==> config.mk <==
export PLATFORM = sky130hd
export DESIGN_NAME = axi4s_fifo_wr_pkt
export DESIGN_NICKNAME = d
export VERILOG_FILES = /design/src/rtl/axi4s_fifo_pkg.sv /design/src/rtl/axi4s_skid.sv /design/src/rtl/axi4s_fifo_wr_pkt.sv
export SDC_FILE = /design/constraint.sdc
export NUM_CORES = 1
export LEC_CHECK = 0
export ABC_AREA = 1
export ABC_CLOCK_PERIOD_IN_PS = 1100
export BUFFER_PORTS_ARGS = -buffer_cell sky130_fd_sc_hd__buf_2
export CAP_MARGIN = 20
export CORE_MARGIN = 10
export CORE_UTILIZATION = 23
export CTS_CLUSTER_SIZE = 30
export DETAILED_ROUTE_END_ITERATION = 8
export PLACE_DENSITY = 0.45
export SLEW_MARGIN = 20
export SYNTH_ARGS = -nofsm -noshare
export SYNTH_HDL_FRONTEND = slang
export SYNTH_SLANG_ARGS = --single-unit
==> constraint.sdc <==
create_clock -name aclk -period 1.1 [get_ports aclk]
set_input_delay 0.055 -clock aclk [delete_from_list [all_inputs] [get_ports aclk]]
set_output_delay 0.055 -clock aclk [all_outputs]
set_load 0.01 [all_outputs]
==> src/rtl/axi4s_fifo_pkg.sv <==
// Shared types and FIFO word layout helpers for the AXI4-Stream to FIFO write bridge.
// The FIFO word is {tlast, tkeep, tdata} with tdata in the least significant bits.
package axi4s_fifo_pkg;

  typedef enum logic {
    S_PASS = 1'b0,
    S_DROP = 1'b1
  } state_t;

  function automatic int keep_w(input int data_w);
    return data_w / 8;
  endfunction

  function automatic int word_w(input int data_w);
    return data_w + keep_w(data_w) + 1;
  endfunction

  function automatic int keep_ofs(input int data_w);
    return data_w;
  endfunction

  function automatic int last_ofs(input int data_w);
    return data_w + keep_w(data_w);
  endfunction

  // Layout for the default 32-bit stream; wider instances use the helpers above.
  localparam int DATA_W   = 32;
  localparam int KEEP_W   = keep_w(DATA_W);
  localparam int WORD_W   = DATA_W + KEEP_W + 1;
  localparam int DATA_OFS = 0;
  localparam int KEEP_OFS = keep_ofs(DATA_W);
  localparam int LAST_OFS = last_ofs(DATA_W);

endpackage

==> src/rtl/axi4s_skid.sv <==
// Two-entry register slice: an output register plus one skid register.
// in_ready is registered and is simply "skid register empty".
module axi4s_skid #(
  parameter int DLEN = 8
) (
  input  logic            clk,
  input  logic            aresetn,
  input  logic            in_valid,
  output logic            in_ready,
  input  logic [DLEN-1:0] in_data,
  output logic            out_valid,
  input  logic            out_ready,
  output logic [DLEN-1:0] out_data
);

  logic            out_valid_reg, out_valid_next;
  logic            skid_valid_reg, skid_valid_next;
  logic            ready_reg;
  logic [DLEN-1:0] out_data_reg, out_data_next;
  logic [DLEN-1:0] skid_data_reg, skid_data_next;
  logic            accept;
  logic            drain;

  assign accept = in_valid & ready_reg;
  assign drain  = out_valid_reg & out_ready;

  always_comb begin
    out_valid_next  = out_valid_reg;
    out_data_next   = out_data_reg;
    skid_valid_next = skid_valid_reg;
    skid_data_next  = skid_data_reg;
    if (!out_valid_reg || drain) begin
      // ready_reg is low whenever the skid holds a beat, so accept and
      // a full skid never coincide here.
      if (skid_valid_reg) begin
        out_valid_next  = 1'b1;
        out_data_next   = skid_data_reg;
        skid_valid_next = 1'b0;
      end else if (accept) begin
        out_valid_next = 1'b1;
        out_data_next  = in_data;
      end else begin
        out_valid_next = 1'b0;
      end
    end else if (accept) begin
      skid_valid_next = 1'b1;
      skid_data_next  = in_data;
    end
  end

  always_ff @(posedge clk) begin
    if (!aresetn) begin
      out_valid_reg  <= 1'b0;
      skid_valid_reg <= 1'b0;
      ready_reg      <= 1'b0;
      out_data_reg   <= '0;
      skid_data_reg  <= '0;
    end else begin
      out_valid_reg  <= out_valid_next;
      skid_valid_reg <= skid_valid_next;
      ready_reg      <= ~skid_valid_next;
      out_data_reg   <= out_data_next;
      skid_data_reg  <= skid_data_next;
    end
  end

  assign in_ready  = ready_reg;
  assign out_valid = out_valid_reg;
  assign out_data  = out_data_reg;

endmodule

==> src/rtl/axi4s_fifo_wr_pkt.sv <==
// AXI4-Stream slave feeding a synchronous FIFO write port through a skid stage,
// with optional packet-length policing (truncate at MAX_BEATS, drop the rest).
module axi4s_fifo_wr_pkt
  import axi4s_fifo_pkg::*;
#(
  parameter int DATA_W    = 32,
  parameter int KEEP_W    = DATA_W / 8,
  parameter int PKT_MODE  = 0,
  parameter int MAX_BEATS = 256,
  parameter int CNT_W     = 16
) (
  input  logic                     aclk,
  input  logic                     aresetn,
  input  logic                     s_tvalid,
  output logic                     s_tready,
  input  logic [DATA_W-1:0]        s_tdata,
  input  logic [KEEP_W-1:0]        s_tkeep,
  input  logic                     s_tlast,
  output logic                     o_wen,
  output logic [DATA_W+KEEP_W:0]   o_wdata,
  input  logic                     i_wfull,
  output logic [CNT_W-1:0]         o_pkt_cnt,
  output logic [CNT_W-1:0]         o_drop_cnt,
  output logic                     o_ovf
);

  localparam int WORD_LEN = word_w(DATA_W);
  localparam int LAST_BIT = last_ofs(DATA_W);
  localparam logic [15:0] LAST_BEAT = 16'(MAX_BEATS - 1);

  logic                is_null;
  logic [WORD_LEN-1:0] in_word;
  logic [WORD_LEN-1:0] out_word;
  logic                out_valid;
  logic                out_ready;
  logic                out_last;
  logic                wen;
  logic                force_last;

  state_t           state_reg, state_next;
  logic [15:0]      beat_cnt_reg, beat_cnt_next;
  logic [CNT_W-1:0] pkt_cnt_reg, pkt_cnt_next;
  logic [CNT_W-1:0] drop_cnt_reg, drop_cnt_next;

  // Null beats complete the handshake upstream but never enter the slice.
  assign is_null = (s_tkeep == '0) & ~s_tlast;
  assign in_word = {s_tlast, s_tkeep, s_tdata};

  axi4s_skid #(
    .DLEN (WORD_LEN)
  ) u_skid (
    .clk       (aclk),
    .aresetn   (aresetn),
    .in_valid  (s_tvalid & ~is_null),
    .in_ready  (s_tready),
    .in_data   (in_word),
    .out_valid (out_valid),
    .out_ready (out_ready),
    .out_data  (out_word)
  );

  assign out_last  = out_word[LAST_BIT];
  assign out_ready = ~i_wfull | (state_reg == S_DROP);
  assign wen       = out_valid & ~i_wfull & (state_reg != S_DROP);

  always_comb begin
    state_next    = state_reg;
    beat_cnt_next = beat_cnt_reg;
    pkt_cnt_next  = pkt_cnt_reg;
    drop_cnt_next = drop_cnt_reg;
    force_last    = 1'b0;
    if (PKT_MODE == 0) begin
      if (wen && out_last) begin
        pkt_cnt_next = pkt_cnt_reg + CNT_W'(1);
      end
    end else begin
      case (state_reg)
        S_PASS: begin
          if (wen) begin
            if (out_last) begin
              pkt_cnt_next  = pkt_cnt_reg + CNT_W'(1);
              beat_cnt_next = '0;
            end else if (beat_cnt_reg == LAST_BEAT) begin
              // Truncate: this write closes the packet, remainder is dropped.
              force_last    = 1'b1;
              pkt_cnt_next  = pkt_cnt_reg + CNT_W'(1);
              beat_cnt_next = '0;
              if (drop_cnt_reg != '1) begin
                drop_cnt_next = drop_cnt_reg + CNT_W'(1);
              end
              state_next = S_DROP;
            end else begin
              beat_cnt_next = beat_cnt_reg + 16'd1;
            end
          end
        end
        S_DROP: begin
          if (out_valid && out_last) begin
            state_next    = S_PASS;
            beat_cnt_next = '0;
          end
        end
        default: state_next = S_PASS;
      endcase
    end
  end

  always_ff @(posedge aclk) begin
    if (!aresetn) begin
      state_reg    <= S_PASS;
      beat_cnt_reg <= '0;
      pkt_cnt_reg  <= '0;
      drop_cnt_reg <= '0;
    end else begin
      state_reg    <= state_next;
      beat_cnt_reg <= beat_cnt_next;
      pkt_cnt_reg  <= pkt_cnt_next;
      drop_cnt_reg <= drop_cnt_next;
    end
  end

  assign o_wen      = wen;
  assign o_wdata    = {out_last | force_last, out_word[LAST_BIT-1:0]};
  assign o_ovf      = force_last;
  assign o_pkt_cnt  = pkt_cnt_reg;
  assign o_drop_cnt = drop_cnt_reg;

endmodule

[Word-level counts from Yosys, hierarchy flattened]
Index checks and enable logic that the tools add are counted.
Operators by class
  magnitude comparators: 0
  div/mod/pow operators: 0
  multiply operators: 0
  shifts and indexed selects: 0
  muxes and demuxes: 6
  add/subtract/negate cells: 1
  equality and inequality tests: 0
  bitwise gates (word level): 9
  reduce and logical (&&, ||, !) cells: 7
Operators with widths (count)
  37-bit 2-to-1 mux: 2
  16-bit by 1-bit adder with 16-bit output, second input constant: 1
  1-bit NOT: 5
  1-bit AND: 4
  4-bit logical NOT: 1
  1-bit 2-to-1 mux: 4
  2-bit AND reduction: 2
  2-bit nonzero test: 1
  1-bit logical AND: 1
  1-bit logical NOT: 1
  1-bit logical OR: 1
Word-level totals
  memory bits (read-only): 0
  word-level logic and storage cells: 29
  latch bits: 0
  bits in registers: 93
  memory bits (writable): 0
  memories kept: 0

[Longest topological paths before layout]
Gate-level depths: netlist of run 1.
  word-level depth: 8
  gate-level depth with buffers: 9
  depth with buffers taken out: 9

[Cells and area by module]
Synthesis of run 1 repeated with hierarchy kept, for this count alone.
Unflattened totals
  cells, all modules: 725
  area, all modules: 4511.8 µm²
Modules (own cells, without submodules)
  axi4s_skid: times used 1, cells each 566, area an instance 3487.1 µm²
  axi4s_fifo_wr_pkt: times used 1, cells each 159, area an instance 1024.7 µm²

[Worst setup path after synthesis of run 1]
No wires, ideal clock.
  path type: reg-to-reg
  from: reg pkt_cnt_reg[0], in the netlist o_pkt_cnt[0]
  to: reg pkt_cnt_reg[14], in the netlist o_pkt_cnt[14]
  slack: -0.116 ns
  library setup time: 0.116 ns
  data arrival time: 1.100 ns
  period minus slack after synthesis: 1.216 ns
  stages on the path, launching flop included: 9
  cells stage by stage: dfxtp_1 > ha_1 > inv_1 > nor2_1 > nand2_1 > inv_1 > nand3_1 > o21ai_0 > nor2_1
Between the ends
  word-level cells in the longest chain between the ends: 1
RTL lines
  start, declared: line axi4s_fifo_wr_pkt.sv:42  | logic [CNT_W-1:0] pkt_cnt_reg, pkt_cnt_next;
  start signal, assigned: line axi4s_fifo_wr_pkt.sv:117  | pkt_cnt_reg <= pkt_cnt_next;
  16-bit by 1-bit adder with 16-bit output
No other way between the ends.
A chain may end at the register's enable or synchronous reset.

[Worst setup path in the final report of run 1]
  from: reg u_skid.out_valid_reg, in the netlist u_skid.out_valid
  to: reg u_skid.skid_data_reg[17]
Between the ends
  word-level cells in the longest chain between the ends: 4
  elaborated cells between the ends (all ways): 5
  those cells by class: bitwise: 2; reduce/logical: 3
RTL lines
  start, declared: line axi4s_skid.sv:16  | logic out_valid_reg, out_valid_next;
  start signal, assigned: line axi4s_skid.sv:59  | out_valid_reg <= out_valid_next;
  1-bit AND or 1-bit logical NOT (tied branches): line axi4s_skid.sv:25, axi4s_skid.sv:32
  1-bit logical OR *: line axi4s_skid.sv:32  | if (!out_valid_reg || drain) begin
  1-bit NOT (no line) *
  2-bit AND reduction (no line) *
  end signal, assigned: line axi4s_skid.sv:63  | skid_data_reg <= skid_data_next;
  end, declared: line axi4s_skid.sv:20  | logic [DLEN-1:0] skid_data_reg, skid_data_next;
Mark *: on every way between the ends. The rest lies on a longest branch, timed or not.

==> impl_metrics.tcl, run 1 <==
set metrics [dict create \
    synth_compound_area_share_pct 13.8 \
    area_growth_pct 68.5 \
    irDropWorstVdd_uv 691 \
    slew_viol_final 0 \
    layout_min_cycle_time_ns 1.21 \
    antenna_found_initial 0 \
    clock_latency_ns 0.35 \
    reg2reg_setup_slack_ns -0.11 \
    r2r_start "u_skid.out_valid$_SDFFE_PN0P_" \
    worst_path_largest_cell_delay_ns 0.38 \
    p_switching_mw 2.14 \
    p_per_area_nw_per_um2 1090 \
    synth_edf_count 0 \
    synth_xor_area_share_pct 0.396 \
    worst_setup_path_start_kind "register" \
    clk_pin_slew_worst_paths_ns 0.07 \
    die_h_um 159 \
    dp_hpwl_um 8950 \
    cp_data_required_time_ns 1.33 \
    routed_wire_length_per_instance_um 15.7 \
    antenna_cells 0 \
    cp_cell_sequence "nand2_4, clkinv_4, nand3_4, buf_6, clkbuf_16, nand2_4, a21oi_2" \
    rsz0062_at_grt "yes" \
    yosys.area.top_type "dfxtp_1" \
    synth-seq-cells 93 \
    clkPwrFrac_pct 39.3 \
    maxCapViolations 0 \
    path_class "reg2reg" \
    start_util_pct 23.5 \
    finalHoldViolCount 0 \
    r2r-end "u_skid.skid_data_reg[17]$_SDFFE_PN0P_" \
    cts_buffer_depth 2 \
    cp_num_cells 7 \
    core-area_sq_um 18800 \
    drtIter0Drc 131 \
    violations "negative setup slack" \
    synthMuxAreaShare_pct 8.14 \
    wirelength_um 15700 \
    globalplace.congestion 0.717 \
    critical_path.top_delay_family "buffers and inverters" \
    finalSetupViolCount 88 \
    crit_top_cell "nand2_4" \
    cts_tree "yes" \
    num_rows 50 \
    crit_end "u_skid.skid_data_reg[17]$_SDFFE_PN0P_" \
    drive_above_1_share_pct 49.1 \
    yosys_warnings 0 \
    die_w_um 159 \
    final_cell_mix "95 x buf_2, 84 x dfxtp_1, 82 x nand2_1, 66 x a21oi_2, 58 x nor2_1" \
    p_int_mw 5.98 \
    status "complete, but fails checks" \
    clockRootBuffer "clkbuf_16" \
    dr_wl_met3_um 823 \
    dr.max_layer_used "met4" \
    cp_data_arrival_time_ns 1.44 \
    fmax_mhz 827 \
    grt_pass1_wl_um 21800 \
    cp_max_fo 8 \
    finalSetupTns_ns -5.54 \
    async_flop_share_pct 0 \
    post-place-cells 915 \
    grt_max_degree 50 \
    pwr-share-comb_pct 16.7 \
    final_common_cell "buf_2" \
    hp-class "in2reg" \
    final-instance-count-excl-fill 998 \
    synth-simple-area-share_pct 24.7 \
    synth_fa_ha_area_share_pct 0.283 \
    cts_buffers 9 \
    vias 4240 \
    cts.sinks 93 \
    via_per_inst 4.25 \
    fill_cells 1878 \
    endpoint_kind "register" \
    final.setup_skew_ns 0.00705 \
    period_share_pct 110 \
    grt_pass1_vias 4002 \
    drc 0 \
    dr.pass1.iters 4 \
    reg2reg_depth 7 \
    grt_overflow_total 0 \
    antenna_left 0 \
    ios 113 \
    wl_met2_um 7530 \
    synth-main-ff-cell "dfxtp_1" \
    seq_area_frac_synth_pct 42.1 \
    synth_top_area_share_pct 42.1 \
    met1Wirelength_um 7140 \
    synthTopCellsByArea "dfxtp_1 42%, nand2_1 12%, mux2i_1 8.1%" \
    cp-startpoint "u_skid.out_valid$_SDFFE_PN0P_" \
    ys_types 29 \
    seq_power_share_pct 44.0 \
    die_area_sq_um 25200 \
    synth_top_family_by_area "simple AND/OR/NAND/NOR gates" \
    syn_area_sq_um 4420 \
    cp_slowest_cell "dfxtp_4" \
    htree_levels 3 \
    switching_share_pct 26.3 \
    syn_avg_cell_area_sq_um 7.91 \
    final_nets 775 \
    holdWs_ns 0.0743 \
    syn_inst 559 \
    p_leak_nw 3.00 \
    setup_slack_ns -0.109 \
    port_buffers 95 \
    path_buf_inv 3 \
    globalRouteTotalUtil_pct 11.0 \
]
power groups by stage:
stage	combinational [mW]	clock, mW	sequential (mW)
detailed placement	0.949	0	3.64
finish	1.35	3.19	3.57
CTS	1.13	3.30	3.57
floorplan	0.544	0	3.69
global route	1.48	3.43	3.59
global placement	0.949	0	3.64
cells in the mapped netlist, types with 2 or more instances:
library cell,number
o21bai_1,2
a21oi_2,37
nand3_2,2
buf_6,12
nand3_4,2
nand4_1,2
nand3_1,43
mux2i_1,36
nor2_2,3
xor2_1,2
a21oi_1,46
buf_2,14
buf_4,19
clkinv_2,2
inv_1,18
o21ai_0,6
nor3b_1,2
nand2_1,138
clkbuf_1,9
nor2_1,63
dfxtp_1,93
worst min-delay path by stage:
stage / start / to / depth (start not counted)
2_1_floorplan: i_wfull / o_wen / 1
3_3_place_gp: s_tdata[28] / u_skid.skid_data_reg[28]$_SDFFE_PN0P_ / 3
3_5_place_dp: s_tdata[13] / u_skid.skid_data_reg[13]$_SDFFE_PN0P_ / 3
4_1_cts: i_wfull / o_pkt_cnt[1]$_SDFFE_PN0P_ / 4
5_1_grt: s_tlast / u_skid.skid_data_reg[36]$_SDFFE_PN0P_ / 4
6_report: i_wfull / o_pkt_cnt[1]$_SDFFE_PN0P_ / 4
cells by family (layout without fill, tap and decap cells):
group           after synthesis  in the layout
mux                          36             36
flops                        93             93
xor+xnor                      2              2
simple gates                258            260
compound gates               93             93
buf+inv                      75            236
fa+ha+maj                     1              1
other cells                   1             17
metrics by stage:
stage / setup slack, ns / utilization [%] / total power, mW / cell area, sq um
after floorplan: -0.0130 / - / 4.23 / 4540
after global placement: -0.0863 / 29.0 / 4.59 / 5460
after detailed placement: -0.0934 / 29.0 / 4.59 / 5460
after CTS: -0.0754 / 34.1 / 8.00 / 6420
after global routing: -0.176 / 39.6 / 8.49 / 7450
final: -0.109 / 39.6 / 8.11 / 7450
what timing repair did:
| item | 4_1_cts | 5_1_grt |
|---|---|---|
| pin swaps | 17 | 64 |
| setup endpoints to repair | 86 | 91 |
| cloned | 6 | 20 |
| gates resized for setup | 39 | 157 |
| hold buffers | 33 | 0 |
| hold endpoints to repair | 33 | 0 |
| buffers inserted | 6 | 3 |
layer usage:
layer	up-vias	track usage, %
met1	1996	13.9
met3	13	3.00
met5	-	0
met2	81	17.7
met4	0	3.31
li1	2150	-
layout make-up:
type,count,area (sq um),area share (%)
timing repair buffer,199,1980,26.6
inverter,21,101,1.36
sequential,93,1890,25.3
clock buffer,12,246,3.31
tap,260,325,4.36
multi-input combinational,409,2870,38.5
clock inverter,4,46.3,0.621
worst min-delay path: cells and delay by family:
family	cells	cell delay, ns
AO/OA/AOI/OAI	1	0.05
buffers and inverters	1	0.15
AND/OR/NAND/NOR	2	0.12
No activity file was read; power rests on OpenSTA's default activity.
==> inputs of run 2 (changes only) <==
ABC_CLOCK_PERIOD_IN_PS = 1400   (was 1100)
BUFFER_PORTS_ARGS = -buffer_cell sky130_fd_sc_hd__buf_4   (was -buffer_cell sky130_fd_sc_hd__buf_2)
CTS_BUF_LIST = sky130_fd_sc_hd__clkbuf_8   (was not set)
PLACE_DENSITY = 0.43   (was 0.45)
clock period = 1.4 ns   (was 1.1 ns; I/O delays follow)
==> impl_metrics.tcl, run 2 (synthesis results as in run 1) <==
set metrics [dict create \
    cts.sinks 93 \
    seq_area_sq_um 1870 \
    period_share_pct 93.3 \
    critical_path.top_delay_family "flip-flops" \
    antenna_left 0 \
    num_rows 50 \
    p_leak_nw 2.39 \
    clk_pin_slew_worst_paths_ns 0.09 \
    die_w_um 159 \
    fill_cells 2013 \
    grt_max_degree 50 \
    routed_wire_length_per_instance_um 14.1 \
    slew_viol_final 0 \
    layout_min_cycle_time_ns 1.31 \
    ios 113 \
    multi_input_area_sq_um 2220 \
    maxCapViolations 0 \
    dp_hpwl_um 8850 \
    irDropWorstVdd_uv 348 \
    cts_buffer_depth 2 \
    cp_data_arrival_time_ns 1.59 \
    finalSetupViolCount 0 \
    final_common_cell "nand2_1" \
    utilization_pct 32.3 \
    status "finished clean" \
    endpoint_kind "register" \
    vias 3977 \
    cts_tree "yes" \
    cp-startpoint "u_skid.skid_valid_reg$_SDFF_PN0_" \
    clock_latency_ns 0.39 \
    cp_data_required_time_ns 1.68 \
    cp_cell_sequence "inv_1, nand2_8, clkbuf_16, nand3_1, nand2_1, nor2_1" \
    worst_setup_path_start_kind "register" \
    port_buffers 95 \
    rsz0062_at_grt "no" \
    final_nets 724 \
    cts_buffers 9 \
    grt_overflow_total 0 \
    drtIter0Drc 187 \
    hp-class "in2reg" \
    die_area_sq_um 25200 \
    via_per_inst 4.20 \
    dr.pass1.iters 4 \
    fmax_mhz 766 \
    clockRootBuffer "clkbuf_8" \
    path_buf_inv 2 \
    r2r_start "u_skid.skid_valid_reg$_SDFF_PN0_" \
    core-area_sq_um 18800 \
    grt_pass1_wl_um 20400 \
    area_growth_pct 37.4 \
    finalHoldViolCount 0 \
    antenna_cells 0 \
    finalSetupTns_ns 0 \
    antenna_found_initial 0 \
    drive_above_1_share_pct 27.5 \
    cp_max_fo 15 \
    cp_slowest_cell "dfxtp_2" \
    start_util_pct 23.5 \
    hp-start "i_wfull" \
    path_class "reg2reg" \
    globalplace.congestion 0.790 \
    wirelength_um 13300 \
    die_h_um 159 \
    grt_pass1_vias 4014 \
    final_cell_mix "136 x nand2_1, 100 x buf_4, 86 x dfxtp_1, 62 x nor2_1, 45 x a21oi_1" \
    p_per_area_nw_per_um2 894 \
    htree_levels 3 \
    drc 0 \
    final.setup_skew_ns 0.0151 \
    globalRouteTotalUtil_pct 10.3 \
    worst_path_largest_cell_delay_ns 0.49 \
]
run 2: cell types whose count changed in the layout (fill, tap and decap cells not counted), sizes merged:
cell	previous run	this run
nand2	141	139
buf	151	109
clkbuf	27	14
dlymetal6s4s	0	3
clkinvlp	0	3
dlygate4sd3	33	34
bufinv	1	0
run 2: path summary, 6_finish.rpt:
check                                         endpoint  slack [ns]  cells after the start
setup reg to reg      u_skid.out_data[18]$_SDFFE_PN0P_        0.09                      6
setup / recovery      u_skid.out_data[18]$_SDFFE_PN0P_        0.09                      6
hold reg to reg   u_skid.skid_data_reg[0]$_SDFFE_PN0P_        0.47                      2
hold / removal               o_pkt_cnt[1]$_SDFFE_PN0P_        0.04                      4
run 2: where the power goes:
group / internal, mW / switching [mW] / total, mW
clock network: 0.688 / 1.03 / 1.72
logic: 0.456 / 0.450 / 0.907
registers: 2.74 / 0.0704 / 2.81
run 2: layout make-up:
type / instances / share of cell area, %
flip-flops and latches: 93 / 30.8
well taps: 260 / 5.35
repair buffers: 150 / 23.2
clock inverters: 6 / 0.658
inverters: 21 / 1.34
multi-input cells: 407 / 36.5
clock buffers: 10 / 2.26
run 2: timing repair:
action	in CTS	in global routing
hold endpoints to repair	37	0
endpoints found under the setup margin	0	35
buffers inserted	0	0
hold buffers	37	0
resized for setup	0	22
run 2: through the flow:
stage | hold WS, ns | setup slack (ns) | power (mW) | cells | area, sq um
2_1_floorplan | 0.195 | 0.184 | 3.32 | 575 | 4480
3_3_place_gp | 0.337 | 0.128 | 3.64 | 892 | 5380
3_5_place_dp | 0.348 | 0.103 | 3.65 | 892 | 5380
4_1_cts | 0.0163 | 0.00665 | 5.47 | 945 | 5920
5_1_grt | 0.0474 | 0.00737 | 5.74 | 947 | 6080
6_report | 0.0371 | 0.0945 | 5.44 | 947 | 6080
run 2: worst reg2reg max path: cells and delay by family, from the launching register on:
| kind | cells | cell delay (ns) |
|---|---|---|
| and+or+nand+nor | 4 | 0.36 |
| DFF | 1 | 0.49 |
| buffers and inverters | 2 | 0.37 |
run 2: layer usage:
metal | part of all wire [%] | vias to the layer above | GRT usage [%]
met5 | 0 | - | 0
met4 | 1.4 | 0 | 4.23
met3 | 5.6 | 12 | 2.62
met2 | 47 | 82 | 17.1
met1 | 46 | 1841 | 12.4
li1 | - | 2042 | -
